### src/rtl/framebuffer_store_if.sv
// -----------------------------------------------------------------------------
// framebuffer_store_if
//
// Bundles the byte-stream input and the framebuffer RAM write port of
// framebuffer_store.
//
// Handshake: a byte transfers on a rising clk_in edge where byte_valid and
// byte_ready are both 1. The source holds byte_in/byte_valid stable while
// byte_ready is 0; byte_valid may be dropped at any time when no transfer is
// wanted.
//
// Signals
//   byte_in          8   data byte from the host receiver
//   byte_valid       1   byte_in holds a byte this cycle
//   byte_ready       1   block accepts a byte this cycle
//   frame_start      1   synchronous restart of the pixel pointer
//   ram_address      AW  RAM write address {half, row, ~column}
//   ram_data_out     16  RGB565 word
//   ram_write_enable 1   write strobe
//   ram_clk_enable   1   write-port clock enable
//   ram_reset        1   copy of the block reset
//   frame_done       1   pulse with the write of the last pixel
//   pixel_index      AW  index of the next pixel to be written
//
// Modports: master = byte source / observer, slave = framebuffer_store.
// -----------------------------------------------------------------------------
interface framebuffer_store_if #(
  parameter int COLUMN_BITS = 6,
  parameter int ROW_BITS    = 4
);
  localparam int AW = 1 + ROW_BITS + COLUMN_BITS;

  logic [7:0]    byte_in;
  logic          byte_valid;
  logic          byte_ready;
  logic          frame_start;
  logic [AW-1:0] ram_address;
  logic [15:0]   ram_data_out;
  logic          ram_write_enable;
  logic          ram_clk_enable;
  logic          ram_reset;
  logic          frame_done;
  logic [AW-1:0] pixel_index;

  modport master (
    output byte_in,
    output byte_valid,
    output frame_start,
    input  byte_ready,
    input  ram_address,
    input  ram_data_out,
    input  ram_write_enable,
    input  ram_clk_enable,
    input  ram_reset,
    input  frame_done,
    input  pixel_index
  );

  modport slave (
    input  byte_in,
    input  byte_valid,
    input  frame_start,
    output byte_ready,
    output ram_address,
    output ram_data_out,
    output ram_write_enable,
    output ram_clk_enable,
    output ram_reset,
    output frame_done,
    output pixel_index
  );
endinterface

### src/rtl/framebuffer_store.sv
// -----------------------------------------------------------------------------
// framebuffer_store
//
// Writer side of the LED panel framebuffer RAM. Assembles pairs of bytes into
// RGB565 words and writes them at {half, row, ~column} derived from a running
// pixel pointer, matching the layout the display fetch path reads.
//
// Ports
//   clk_in     system clock, all logic on its rising edge
//   reset      asynchronous, active-high reset
//   bus        framebuffer_store_if.slave: byte stream in, RAM write port out
//   fsm_state  current FSM state (0 = ST_HIGH, 1 = ST_LOW, 2 = ST_WRITE)
//
// Configuration
//   FRAMEBUFFER_STORE_LITTLE_ENDIAN_EN  defined: first byte of a pixel is the
//   low byte. Undefined (default): first byte is the high byte.
// -----------------------------------------------------------------------------
module framebuffer_store #(
  parameter int COLUMN_BITS = 6,
  parameter int ROW_BITS    = 4
) (
  input  logic                clk_in,
  input  logic                reset,
  framebuffer_store_if.slave  bus,
  output logic [1:0]          fsm_state
);

  localparam int AW = 1 + ROW_BITS + COLUMN_BITS;
  localparam logic [AW-1:0] LAST_INDEX = {AW{1'b1}};

  typedef enum logic [1:0] {
    ST_HIGH  = 2'd0,
    ST_LOW   = 2'd1,
    ST_WRITE = 2'd2
  } state_t;

  state_t        state;
  state_t        state_next;
  logic [AW-1:0] pixel_index;
  logic [15:0]   data;
  logic          accept;
  logic          in_write;

  // ---------------------------------------------------------------------------
  // State register
  // ---------------------------------------------------------------------------
  always_ff @(posedge clk_in or posedge reset) begin
    if (reset) begin
      state <= ST_HIGH;
    end else begin
      state <= state_next;
    end
  end

  // ---------------------------------------------------------------------------
  // Next-state logic. frame_start outside ST_WRITE drops any half-assembled
  // pixel; inside ST_WRITE the pending write finishes first.
  // ---------------------------------------------------------------------------
  always_comb begin
    state_next = state;
    case (state)
      ST_HIGH: begin
        if (bus.frame_start)  state_next = ST_HIGH;
        else if (accept)      state_next = ST_LOW;
      end
      ST_LOW: begin
        if (bus.frame_start)  state_next = ST_HIGH;
        else if (accept)      state_next = ST_WRITE;
      end
      ST_WRITE: state_next = ST_HIGH;
      default:  state_next = ST_HIGH;
    endcase
  end

  // ---------------------------------------------------------------------------
  // Output logic. The write strobe is decoded from the state register, so an
  // asynchronous reset removes it immediately.
  // ---------------------------------------------------------------------------
  always_comb begin
    in_write             = (state == ST_WRITE);
    bus.byte_ready       = !reset && !in_write && !bus.frame_start;
    bus.ram_write_enable = in_write;
    bus.ram_clk_enable   = in_write;
    bus.frame_done       = in_write && (pixel_index == LAST_INDEX);
  end

  assign accept = bus.byte_valid && bus.byte_ready;

  // ---------------------------------------------------------------------------
  // Datapath: pixel pointer and byte assembly register.
  // The pointer only moves at the end of ST_WRITE, which keeps the address
  // stable for the whole write cycle. Natural overflow wraps 2047 -> 0.
  // ---------------------------------------------------------------------------
  always_ff @(posedge clk_in or posedge reset) begin
    if (reset) begin
      pixel_index <= '0;
      data        <= '0;
    end else if (state == ST_WRITE) begin
      if (bus.frame_start) pixel_index <= '0;
      else                 pixel_index <= pixel_index + 1'b1;
    end else if (bus.frame_start) begin
      pixel_index <= '0;
    end else if (accept) begin
`ifdef FRAMEBUFFER_STORE_LITTLE_ENDIAN_EN
      if (state == ST_HIGH) data[7:0]  <= bus.byte_in;
      else                  data[15:8] <= bus.byte_in;
`else
      if (state == ST_HIGH) data[15:8] <= bus.byte_in;
      else                  data[7:0]  <= bus.byte_in;
`endif
    end
  end

  // Column field is inverted so the fetch path can scan columns downwards.
  assign bus.ram_address  = {pixel_index[AW-1],
                             pixel_index[AW-2:COLUMN_BITS],
                             ~pixel_index[COLUMN_BITS-1:0]};
  assign bus.ram_data_out = data;
  assign bus.ram_reset    = reset;
  assign bus.pixel_index  = pixel_index;
  assign fsm_state        = state;

endmodule

### src/flat_wrapper.sv
// flat-port wrapper written by rule: the top's interface ports become plain ports
module framebuffer_store_flat 
#(
  parameter int COLUMN_BITS = 6,
  parameter int ROW_BITS    = 4
)
  (clk_in, reset, fsm_state, bus_byte_in, bus_byte_valid, bus_frame_start, bus_byte_ready, bus_ram_address, bus_ram_data_out, bus_ram_write_enable, bus_ram_clk_enable, bus_ram_reset, bus_frame_done, bus_pixel_index);
  framebuffer_store_if #(.COLUMN_BITS(COLUMN_BITS), .ROW_BITS(ROW_BITS)) bus_i ();
  input  logic clk_in;
  input  logic reset;
  output logic [1:0] fsm_state;
  input wire logic [$bits(bus_i.byte_in)-1:0] bus_byte_in;
  input wire logic [$bits(bus_i.byte_valid)-1:0] bus_byte_valid;
  input wire logic [$bits(bus_i.frame_start)-1:0] bus_frame_start;
  output wire logic [$bits(bus_i.byte_ready)-1:0] bus_byte_ready;
  output wire logic [$bits(bus_i.ram_address)-1:0] bus_ram_address;
  output wire logic [$bits(bus_i.ram_data_out)-1:0] bus_ram_data_out;
  output wire logic [$bits(bus_i.ram_write_enable)-1:0] bus_ram_write_enable;
  output wire logic [$bits(bus_i.ram_clk_enable)-1:0] bus_ram_clk_enable;
  output wire logic [$bits(bus_i.ram_reset)-1:0] bus_ram_reset;
  output wire logic [$bits(bus_i.frame_done)-1:0] bus_frame_done;
  output wire logic [$bits(bus_i.pixel_index)-1:0] bus_pixel_index;
  assign bus_i.byte_in = bus_byte_in;
  assign bus_i.byte_valid = bus_byte_valid;
  assign bus_i.frame_start = bus_frame_start;
  assign bus_byte_ready = bus_i.byte_ready;
  assign bus_ram_address = bus_i.ram_address;
  assign bus_ram_data_out = bus_i.ram_data_out;
  assign bus_ram_write_enable = bus_i.ram_write_enable;
  assign bus_ram_clk_enable = bus_i.ram_clk_enable;
  assign bus_ram_reset = bus_i.ram_reset;
  assign bus_frame_done = bus_i.frame_done;
  assign bus_pixel_index = bus_i.pixel_index;
  framebuffer_store #(.COLUMN_BITS(COLUMN_BITS), .ROW_BITS(ROW_BITS)) u_core (.clk_in(clk_in), .reset(reset), .bus(bus_i), .fsm_state(fsm_state));
endmodule
### config.mk
export PLATFORM = sky130hd
export DESIGN_NAME = framebuffer_store_flat
export DESIGN_NICKNAME = d
export VERILOG_FILES = /design/src/rtl/framebuffer_store_if.sv /design/src/rtl/framebuffer_store.sv /design/src/flat_wrapper.sv
export SDC_FILE = /design/constraint.sdc
export NUM_CORES = 1
export LEC_CHECK = 0
export BUFFER_PORTS_ARGS = -buffer_cell sky130_fd_sc_hd__buf_2
export CORE_MARGIN = 1
export CORE_UTILIZATION = 50
export DETAILED_ROUTE_END_ITERATION = 8
export PLACE_DENSITY = 0.85
export SLEW_MARGIN = 20
export SYNTH_ARGS = -nofsm -noshare
export SYNTH_HDL_FRONTEND = slang
export SYNTH_SLANG_ARGS = --single-unit
### constraint.sdc
create_clock -name clk_in -period 4.9 [get_ports clk_in]
set_input_delay 0.49 -clock clk_in [delete_from_list [all_inputs] [get_ports clk_in]]
set_output_delay 0.49 -clock clk_in [all_outputs]
set_load 0.1 [all_outputs]
# Word level (Yosys, flattened, before mapping)
# Cells that the tools add are included.
# totals
out_inout_bits,45
wordCells,34
ff_bits,29
# classes
n_bitwise,4
n_eq_ne,5
muxes,8
reduce_logical,12
add_sub_neg,1
# op_table
operator,n
$mux W11,3
$add A11 B1 Y11 const B,1
$eq A11 B11 Y1 const B,1
$mux W2,4
$reduce_and A4 Y1,2
$ne A3 B2 Y1 const B,2
$not A6 Y6,1
$logic_and A1 B1 Y1,4
$pmux W2 S2,1
$logic_not A1 Y1,3
$not A1 Y1,3
$eq A2 B1 Y1 const B,1
$eq A2 B2 Y1 const B,1
$logic_not A2 Y1,1
$reduce_and A2 Y1,1
$reduce_bool A2 Y1,1

# Longest topological paths before layout
# logic_depth
depth_word,8
depth_mapped,4
mapped_depth_nobuf,4

# Least setup slack after synthesis
# No wires, ideal clock.
# synth_timing
path_type,register to output
startpoint,register u_core.state[0] (netlist: u_core.fsm_state[0])
endpoint,output bus_byte_ready
path_buffers,0
setup_slack_ns,0.442
t_arrival_ns,3.968
t_required_ns,4.410
stages_incl_launch_ff,3
cell_sequence,dfrtp_1 nor2b_1 nor3_1
# synth_via
elab_chain_cells,4
# synth_rtl
item,line,rtl
"start, declared",framebuffer_store.sv:37,state_t state;
"start signal, assigned",framebuffer_store.sv:51,state <= state_next;
$eq A2 B2 Y1,framebuffer_store.sv:80,in_write = (state == ST_WRITE);
named net bus_ram_clk_enable,flat_wrapper.sv:19,output wire logic [$bits(bus_i.ram_clk_enable)-1:0] bus_ram_clk_enable;
$logic_not A1 Y1,framebuffer_store.sv:81,bus.byte_ready = !reset && !in_write && !bus.frame_start;
$logic_and A1 B1 Y1 (2 in a row),framebuffer_store.sv:81,
"end, declared",flat_wrapper.sv:15,output wire logic [$bits(bus_i.byte_ready)-1:0] bus_byte_ready;
# The timed path passes the listed nets, and every way through them passes these cells.

# Worst setup path after layout
# layout_timing
startpoint,register u_core.pixel_index[0] (netlist: u_core.bus.pixel_index[0])
endpoint,output bus_frame_done
# layout_via
elab_chain_cells,2
# layout_rtl
item,line,rtl
"start, declared",framebuffer_store.sv:39,logic [AW-1:0] pixel_index;
"start signal, assigned",framebuffer_store.sv:100,else pixel_index <= pixel_index + 1'b1;
$eq A11 B11 Y1,framebuffer_store.sv:84,bus.frame_done = in_write && (pixel_index == LAST_INDEX);
$logic_and A1 B1 Y1,framebuffer_store.sv:84,
"end, declared",flat_wrapper.sv:21,output wire logic [$bits(bus_i.frame_done)-1:0] bus_frame_done;
# No other way between the ends.

==> metrics.txt <==
number of global-route vias before repair 908; DR vias 1041; # IOs 57; P per Cell Area 490 nW/um^2; Avg WL per Cell 13.7 um; cell area after synthesis 1380 sq um; gpl congestion 0.724; Area after DPL 1620 sq um; RSZ-0062 raised after global routing no; Hold/Removal Path Class in -> async; post_cts resized 0; Setup Buffers After CTS 0; Synth Instances 114; Placeable Area 2540 sq um; Final ANT Viol Nets 0; initial antenna violation count 0; Die Wd 54.5 um; cts hold-fix bufs 0; final net count 180; Max Fclk 364 MHz; Worst VDD drop 0.386 mV; Row Count 18; All-Layer GR Usage 21.1%; Antenna diodes 0; total die area 2970 sq um; Final setup viols 0; clock slew seen by the registers of the worst setup and hold paths 90 ps; DPL Wire Length 2010 um; setup TNS 0 ps; crit-path cells ha_1 > nand4b_1 > nor4_1 > and2_1 > buf_2; worst reg2reg path depth 4; Max-Cap Viols 0; die height 54.5 um; CTS Buffer Depth 2; Netlist cell types 30; share of layout cells above drive strength 1 49.7%; Crit Path Max Fanout 7; Final Slew Violations 0; Iter 0 DRT Violations 11; post-route cell area 1670 sq um; Syn Area/Cell 12.1 sq um; largest net degree at the start of global routing 30; Initial Util 54.1%; critical path's top delay family simple AND/OR/NAND/NOR gates; CP Class reg -> out; area delta synth->final 21.4%; first-pass GRT wire length 4200 um; Leak Pwr 0.000851 uW; H-tree depth 2; CTS Buf Count 5; Final Hold Vio Count 0; Vias per Instance 5.28; synthesized net count 127; Worst-Margin Slew 673 ps; Data required, critical path 4410 ps; clock period minus worst slack 2740 ps; Clock Sinks 29; Synth warnings 0; Root Driver clkbuf_4; latest clock arrival within the worst-skew pair 320 ps; synthesized flop and latch total 29; register area share after synthesis 52.7%; Max stage delay on crit path 470 ps; Worst path depth 5; status finished, final reports clean; Final Skew 7.15 ps; Worst EP arrival 2250 ps; CP Launch Type flip-flop; CP Capture Type output port; Crit-path slowest cell nor4_1; DRC Markers 0; router iterations before antenna repair 4; CTS tree done; Overflow after GRT 0; slew margin rel. 54.9%; final wirelength 2710 um; part of the cycle the worst path needs 56.0%; WP buf/inv 1; IO buf count 56
## report_power, final
| group | internal (uW) | switching [uW] |
|---|---|---|
| clock network | 67.6 | 78.6 |
| registers | 275 | 19.3 |
| logic | 65.3 | 313 |
## synth_stat cells
library cell | instances | area, sq um
nor3b_1 | 1 | 7.51
inv_1 | 9 | 33.8
buf_4 | 7 | 52.6
clkbuf_1 | 1 | 3.75
mux2i_1 | 1 | 10.0
nor3_1 | 2 | 10.0
a21oi_1 | 6 | 30.0
xor2_1 | 1 | 8.76
o31ai_1 | 3 | 22.5
and2_1 | 1 | 6.26
nand3b_1 | 2 | 15.0
or4_4 | 1 | 11.3
xnor2_1 | 2 | 17.5
nand4b_1 | 1 | 8.76
o21ai_0 | 3 | 15.0
mux2_4 | 8 | 120
nand4_1 | 1 | 6.26
dfrtp_1 | 29 | 726
or4_1 | 3 | 22.5
nor2b_1 | 2 | 12.5
nor4_1 | 2 | 12.5
nand2b_1 | 1 | 6.26
ha_1 | 1 | 12.5
nand2_1 | 3 | 11.3
mux2_2 | 10 | 113
nor2_1 | 6 | 22.5
nor3b_2 | 1 | 12.5
buf_6 | 2 | 22.5
or3_1 | 3 | 18.8
nand3_1 | 1 | 5.00
## layer usage
metal  up-vias  GRT usage, %  part of all wire [%]
li1        495             -                     -
met1       495          24.2                    41
met2        47          34.6                    50
met3         4          10.3                   8.3
met4         0          6.41                   1.1
met5         -             0                     0
## flip-flops by register name, indices dropped and copies added, names as in the netlist
register	flops
u_core.bus.pixel_index	11
u_core.bus.ram_data_out	16
u_core.fsm_state	2
## per-stage QoR
stage               setup slack (ps)  total power (uW)  utilization (%)  instances  hold WS [ps]
CTS                             2140               826             65.6        197           395
global route                    1990               851             65.6        197           291
global placement                2610               672             63.5        190           486
finish                          2160               818             65.6        197           253
floorplan                        442               625                -        114           568
detailed placement              2510               678             63.5        190           486
## logic make-up after synthesis
logic type / after synthesis / synth area share (%)
adder cells (fa/ha/maj): 1 / 0.909
XOR/XNOR: 3 / 1.91
AO/OA/AOI/OAI: 12 / 4.91
buffers and inverters: 19 / 8.18
flip-flops: 29 / 52.7
AND/OR/NAND/NOR: 31 / 13.7
multiplexers: 19 / 17.6
## final cells by class
| type | count | area [sq um] |
|---|---|---|
| timing repair buffer | 56 | 280 |
| sequential | 29 | 726 |
| multi-input combinational | 66 | 538 |
| clock buffer | 7 | 55.1 |
| fill | 219 | 875 |
| inverter | 9 | 33.8 |
| tap | 30 | 37.5 |
## layout by cell type (no fill, tap or decap), types with 3 or more instances in the layout
cell / Yosys / final
a21oi_1: 6 / 6
buf_2: 0 / 56
clkbuf_4: 0 / 5
dfrtp_1: 29 / 29
inv_1: 9 / 8
mux2_2: 10 / 10
mux2_4: 8 / 8
nand2_1: 3 / 3
nor2_1: 6 / 6
o21ai_0: 3 / 3
o31ai_1: 3 / 3
or3_1: 3 / 3
or4_1: 3 / 3
## path summary, 6_finish.rpt
check | start | to | slack [ps]
worst max-delay path | u_core.bus.pixel_index[0] | bus_frame_done | 2160
worst min-delay path | reset | u_core.bus.pixel_index[6] | 250
worst max register to register | u_core.bus.pixel_index[0] | u_core.bus.pixel_index[10] | 3070
min in group clk_in | bus_byte_in[3] | u_core.bus.ram_data_out[11] | 410
max in group asynchronous | reset | u_core.fsm_state[1] | 4260
worst min register to register | u_core.bus.ram_data_out[3] | u_core.bus.ram_data_out[3] | 510
## worst register-to-register path: stages, from the launching register on
cell and delay (ps):
dfrtp_1 420, ha_1 200, nand4b_1 230, nor4_1 470, mux2_2 390
No activity file was read; power rests on OpenSTA's default activity.
